--- src/rtl/fa_bist.sv ---
// Built-in self test for a 1-bit full adder: walks all 8 {a,b,cin} vectors and records mismatches.
// Define FA_BIST_STOP_ON_FAIL_EN to end a run at the first mismatching vector.
module fa_bist #(
  parameter int SETTLE_CYCLES = 1
) (
  input  logic       clk,
  input  logic       rst_n,
  input  logic       start,
  output logic       a,
  output logic       b,
  output logic       cin,
  input  logic       sum,
  input  logic       carry_out,
  output logic       busy,
  output logic       done,
  output logic       pass,
  output logic [3:0] err_count,
  output logic [7:0] fail_vec
);

  typedef enum logic [1:0] {IDLE, DRIVE, CHECK, DONE} state_t;

`ifdef FA_BIST_STOP_ON_FAIL_EN
  localparam bit STOP_ON_FAIL = 1'b1;
`else
  localparam bit STOP_ON_FAIL = 1'b0;
`endif

  localparam logic [3:0] SETTLE_LAST = 4'(SETTLE_CYCLES - 1);

  state_t     state, state_d;
  logic [2:0] idx, idx_d;
  logic [3:0] cnt, cnt_d;
  logic [2:0] vec, vec_d;
  logic       pass_d;
  logic [3:0] err_d;
  logic [7:0] fv_d;
  logic [1:0] expected;
  logic       mismatch;

  function automatic logic [3:0] sat_inc(input logic [3:0] v);
    return (v >= 4'd8) ? 4'd8 : v + 4'd1;
  endfunction

  assign a    = vec[2];
  assign b    = vec[1];
  assign cin  = vec[0];
  assign busy = (state == DRIVE) || (state == CHECK);
  assign done = (state == DONE);

  // The vector stays on a/b/cin through CHECK so the adder response is still valid when sampled.
  assign expected = {1'b0, vec[2]} + {1'b0, vec[1]} + {1'b0, vec[0]};
  assign mismatch = ({carry_out, sum} != expected);

  always_comb begin
    state_d = state;
    idx_d   = idx;
    cnt_d   = cnt;
    vec_d   = vec;
    pass_d  = pass;
    err_d   = err_count;
    fv_d    = fail_vec;
    case (state)
      IDLE: begin
        if (start) begin
          state_d = DRIVE;
          idx_d   = 3'd0;
          cnt_d   = 4'd0;
          vec_d   = 3'd0;
          pass_d  = 1'b0;
          err_d   = 4'd0;
          fv_d    = 8'h00;
        end
      end
      DRIVE: begin
        if (cnt == SETTLE_LAST) begin
          state_d = CHECK;
          cnt_d   = 4'd0;
        end else begin
          cnt_d = cnt + 4'd1;
        end
      end
      CHECK: begin
        if (mismatch) begin
          err_d     = sat_inc(err_count);
          fv_d[idx] = 1'b1;
        end
        // pass is registered on entry to DONE so it is already valid alongside done
        if (idx == 3'd7 || (STOP_ON_FAIL && mismatch)) begin
          state_d = DONE;
          vec_d   = 3'd0;
          pass_d  = (err_d == 4'd0);
        end else begin
          state_d = DRIVE;
          idx_d   = idx + 3'd1;
          vec_d   = idx + 3'd1;
          cnt_d   = 4'd0;
        end
      end
      DONE: begin
        state_d = IDLE;
      end
      default: begin
        state_d = IDLE;
      end
    endcase
  end

  always_ff @(posedge clk) begin
    if (!rst_n) begin
      state     <= IDLE;
      idx       <= 3'd0;
      cnt       <= 4'd0;
      vec       <= 3'd0;
      pass      <= 1'b0;
      err_count <= 4'd0;
      fail_vec  <= 8'h00;
    end else begin
      state     <= state_d;
      idx       <= idx_d;
      cnt       <= cnt_d;
      vec       <= vec_d;
      pass      <= pass_d;
      err_count <= err_d;
      fail_vec  <= fv_d;
    end
  end

endmodule

--- config.mk ---
export PLATFORM = sky130hd
export DESIGN_NAME = fa_bist
export DESIGN_NICKNAME = d
export VERILOG_FILES = /design/src/rtl/fa_bist.sv
export SDC_FILE = /design/constraint.sdc
export NUM_CORES = 1
export LEC_CHECK = 0
export ABC_CLOCK_PERIOD_IN_PS = 2200
export BUFFER_PORTS_ARGS = -buffer_cell sky130_fd_sc_hd__buf_2
export CAP_MARGIN = 10
export CELL_PAD_IN_SITES_DETAIL_PLACEMENT = 1
export CELL_PAD_IN_SITES_GLOBAL_PLACEMENT = 2
export CORE_ASPECT_RATIO = 0.7
export CORE_MARGIN = 5
export CORE_UTILIZATION = 32
export DETAILED_ROUTE_END_ITERATION = 8
export PLACE_DENSITY_LB_ADDON = 0.1
export SLEW_MARGIN = 10
export SYNTH_ARGS = -nofsm -noshare
export SYNTH_HDL_FRONTEND = slang
export SYNTH_SLANG_ARGS = --single-unit
--- constraint.sdc ---
create_clock -name clk -period 2.2 [get_ports clk]
set_input_delay 0.22 -clock clk [delete_from_list [all_inputs] [get_ports clk]]
set_output_delay 0.22 -clock clk [all_outputs]
set_load 0.03 [all_outputs]
* Word-level counts from Yosys, hierarchy flattened
Cells that the tools add are included.
** Operators by class
- Eq/ne operators :: 10
- Reduce and logical (&&, ||, !) cells :: 13
- Muxes and demuxes :: 25
- Bitwise operators :: 1
- Add/sub/neg operators :: 5
- Order comparisons :: 3
** Operator list (number)
- 2-to-1 mux 4 bit :: 6
- 2-to-1 mux 8 bit :: 2
- one-hot mux 8 bit (2 select lines) :: 1
- one-hot mux 3 bit (2 select lines) :: 2
- one-hot mux 4 bit (3 select lines) :: 1
- AND reduction 3 bit :: 4
- 2-to-1 mux 3 bit :: 3
- adder 4 x 1 -> 4 bit, second input constant :: 2
- logical NOT 4 bit :: 2
- OR 8 bit :: 1
- one-hot mux 2 bit (4 select lines) :: 1
- one-hot mux 4 bit (2 select lines) :: 1
- 2-to-1 mux 2 bit :: 3
- != test 2 bit, second input constant :: 3
- == test 2 bit, second input constant :: 2
- greater-or-equal comparator 4 bit, second input constant :: 1
- < comparator 3 x 4 -> 1 bit, second input constant :: 1
- != test 2 x 1 -> 1 bit, second input constant :: 2
- AND reduction 2 bit :: 2
- adder 3 x 1 -> 3 bit, second input constant :: 1
- demux 1 bit (select 3 bit) :: 1
- == test 3 bit, second input constant :: 1
- greater-or-equal comparator 3 x 1 -> 1 bit, second input constant :: 1
- 2-to-1 mux 1 bit :: 3
- 10 further kinds :: 10
** Storage, ports and cells
- Register bits :: 25
- Logic and storage cells :: 64
- Output and inout port bits :: 18

* Logic depth before layout (Yosys ltp)
- Word-level depth :: 8
- Depth in mapped cells :: 7
- Mapped depth without buffers :: 6

* Worst setup path before layout
No wires, ideal clock.
- Path type :: reg-to-reg
- From :: register vec[2]
- To :: register fail_vec[7]
- Slack :: 0.178 ns
- Library setup time :: 0.135 ns
- Cell stages (with the launch flop) :: 7
- Buffers on the path :: 0
- Data arrival time :: 1.888 ns
- Path through :: dfxtp_1 -> inv_1 -> fa_1 -> xor2_1 -> a31oi_2 -> a41oi_1 -> nor2_1
** On the way
- Longest elaborated chain between the ends :: 5
** Ends and longest elaborated chain
- from (decl) :: line 34 : logic [2:0] vec, vec_d;
- from (signal assigned) :: line 122 : vec <= vec_d;
- adder 1 x 1 -> 2 bit :: line 52 : assign expected = {1'b0, vec[2]} + {1'b0, vec[1]} + {1'b0, vec[0]};
- adder 2 x 1 -> 2 bit :: line 52
- != test 2 bit :: line 53 : assign mismatch = ({carry_out, sum} != expected);
- != test 2 bit (no line)
- AND reduction 3 bit (no line)
- to (signal assigned) :: line 125 : fail_vec <= fv_d;
- to (decl) :: line 18 : output logic [7:0] fail_vec
No other way between the ends.
A chain may end at the register's enable or synchronous reset.

* Final worst setup path
Ends and elaborated chain as after synthesis.

==> impl_metrics.toml <==
[run_status]
status = "completed"

[routing]
drc = 0
vias_per_cell = 5.076
vias = 1132
firstDrtPassIters = 4
drtIter0Drc = 83
ant_nets = 0
drt-total-wl_mm = 3.434
wl_per_cell_um = 15.40

[sta]
worst_slack_ns = 0.2484
hold_ws_ns = 0.3586
tns_ns = 0
maxSlewHeadroom = 0.6946
rsz0062_at_grt = "no"
layout_min_cycle_time_ns = 1.952
tightest_slew_ns = 0.4466
fin_worst_skew_ns = 0.007918
finalCritPeriodShare = 0.8871
drv_slew = 0
clock.fmax_mhz = 512.4
setup_violations = 0
hold_viol = 0

[power]
peakVddDrop_mv = 0.2644
netSwitchingFraction = 0.2946
p_comb_frac = 0.174
clockPowerShare = 0.310
seqPwrFrac = 0.516
power_leakage_nw = 0.6121
internal-power_uw = 643.4
p_sw_uw = 268.7
power_uw = 912.1
p_per_area_nw_per_um2 = 606.5

[synthesis]
synth_seq_area_share = 0.3910
yosysTopAreaCellShare = 0.3910
syn-num-nets = 162
yosys-top-cells-area = "dfxtp_1 39%, ha_1 9.8%, nand2_1 5.0%, nor2_1 4.1%, a21boi_0 3.5%"
synth.distinct_cells = 38
yosys_warnings = 0
yosys_register_bits = 25
netlist_instances = 146
yosysTopAreaCell = "dfxtp_1"
avgSynthCellArea_um2 = 8.767
netlist_area_um2 = 1280

[cts]
cts_buffers = 3
cts-resized-gates = 0
postCtsSetupBuffers = 0
cts_tree = "built"
clk_pin_slew_ns = 0.09
clock-sinks = 25
h-tree-depth = 1
cts_buffer_depth = 2
clock_latency_ns = 0.28
cts_root_buf = "clkbuf_8"
ctsHoldBuffers = 0

[finish]
instances_no_fill = 223
antenna_cells = 0
final_net_count = 188
syn2layout_area_growth_pct = 17.50
final_layout_size_suffix_gt1_frac = 0.1930

[run]
cap_violations = 0

[floorplanning]
rows = 19
dieArea_um2 = 5385
fp.dieW_um = 85.59
core_area_um2 = 3899
floorplan.io_pins = 23
start_util = 0.3283
die_h_um = 62.92

[global_routing]
grt_start_max_net_pins = 20
grt-ovfl-total = 0
grt_pass1_wl_mm = 5.906
grt_usage = 0.1413
antenna_found_initial = 0
grt_pass1_vias = 1190

[place]
finalWeightedCongestion = 0.7578
post-dp-hpwl_mm = 2.721
portBuffers = 22
preCtsSetupSlack_ns = 0.2589
dp_cells = 219

[critical_path]
cpLargestDelayFamily = "adder cells"
worst-setup-path-type = "register to register"
crit_start = "vec[2]$_SDFFE_PN0P_"
path_buf_inv = 1
critical_path.cell_chain = "inv_1 > fa_1 > xor2_1 > a31oi_2 > a41oi_1 > nor2_1"
start_kind = "register"
endpoint_kind = "register"
r2r-start = "vec[2]$_SDFFE_PN0P_"
critPathMaxFanout = 6
cpPeakStageDelay_ns = 0.54
worstPathRequired_ns = 2.38
regToRegSetupSlack_ns = 0.25
crit_slowest_cell = "fa_1"
worstPathArrival_ns = 2.13

[min_path]
hp-class = "primary input to register"
min_from = "rst_n"
## kinds of logic after synthesis
family	Yosys count	synth area share
muxes	3	0.02737
and+or+nand+nor	52	0.1945
buffers and inverters	15	0.04790
xor gates and xnor gates	5	0.03421
adders and majority gates	11	0.1134
DFF	25	0.3910
AOI/OAI and AO/OA	35	0.1916
## registers in the layout, indices dropped and copies added (netlist names)
| name | cells |
|---|---|
| cnt | 4 |
| err_count | 4 |
| fail_vec | 8 |
| idx | 3 |
| pass | 1 |
| state | 2 |
| vec | 3 |
## worst paths after layout
path                                                   to  depth (start not counted)
worst max-delay path             fail_vec[7]$_SDFFE_PN0P_                          6
worst min-delay path            err_count[2]$_SDFFE_PN0P_                          2
worst max register to register   fail_vec[7]$_SDFFE_PN0P_                          6
worst min register to register   fail_vec[1]$_SDFFE_PN0P_                          2
## layout make-up
| cell class | instances | area, um^2 |
|---|---|---|
| clock buffers | 3 | 41.29 |
| clock inverters | 1 | 5.005 |
| fillers | 475 | 2395 |
| inverters | 11 | 41.29 |
| multi-input cells | 106 | 718.2 |
| flip-flops and latches | 25 | 500.5 |
| well taps | 52 | 65.06 |
| repair buffers | 25 | 132.6 |
## power groups by stage
stage                     Sequential [mW]  Clock [mW]  Combinational (mW)
after floorplan                     0.487           0               0.108
after global placement              0.481           0               0.155
after detailed placement            0.482           0               0.159
after CTS                           0.471       0.302               0.160
after global routing                0.472       0.324               0.177
final                               0.471       0.283               0.158
## synthesized netlist by cell type
cell,instances
mux2i_2,1
nand2_1,17
o22ai_1,3
xor2_1,4
nand2b_1,1
inv_1,11
clkbuf_1,2
and2_1,2
nor3_1,1
nand4b_1,1
xnor2_1,1
a32oi_1,2
dfxtp_1,25
a21oi_1,6
a21boi_1,1
buf_2,1
a22oi_1,1
nor3b_1,2
o211ai_1,3
nor2b_1,5
o21ai_1,2
a21boi_0,6
nand3b_1,2
nor2_1,14
a41oi_1,1
mux2_2,1
nand3_1,4
a311oi_2,1
ha_1,10
buf_4,1
nand4_1,1
a31oi_1,5
mux2i_1,1
a31oi_2,1
o21ai_0,2
and3_1,2
fa_1,1
a2111oi_0,1
## layer usage
metal	wire (um)	global-route usage
met5	0	0
met4	90	0.05731
met3	204	0.04348
met2	1456	0.2151
met1	1683	0.1843
## cell usage in the layout, fill, tap and decap left out, types with 2 or more instances in the layout
cell      synthesis  routed
xor2_1            4       4
o211ai_1          3       3
buf_2             1      22
nand3_1           4       4
nor2b_1           5       5
and3_1            2       2
and2_1            2       2
o22ai_1           3       3
nand3b_1          2       2
a31oi_1           5       5
inv_1            11      11
ha_1             10      10
a21boi_0          6       6
o21ai_0           2       2
nor2_1           14      14
clkbuf_8          0       3
dfxtp_1          25      25
nor3b_1           2       2
buf_4             1       3
nand2_1          17      17
a21oi_1           6       6
a32oi_1           2       2
o21ai_1           2       2
## stage by stage
step | utilization | cell area [um^2]
2_1_floorplan | - | 1280
3_3_place_gp | 0.3739 | 1458
3_5_place_dp | 0.3739 | 1458
4_1_cts | 0.3858 | 1504
5_1_grt | 0.3858 | 1504
6_report | 0.3858 | 1504
Power figures use the tool's default switching activity.
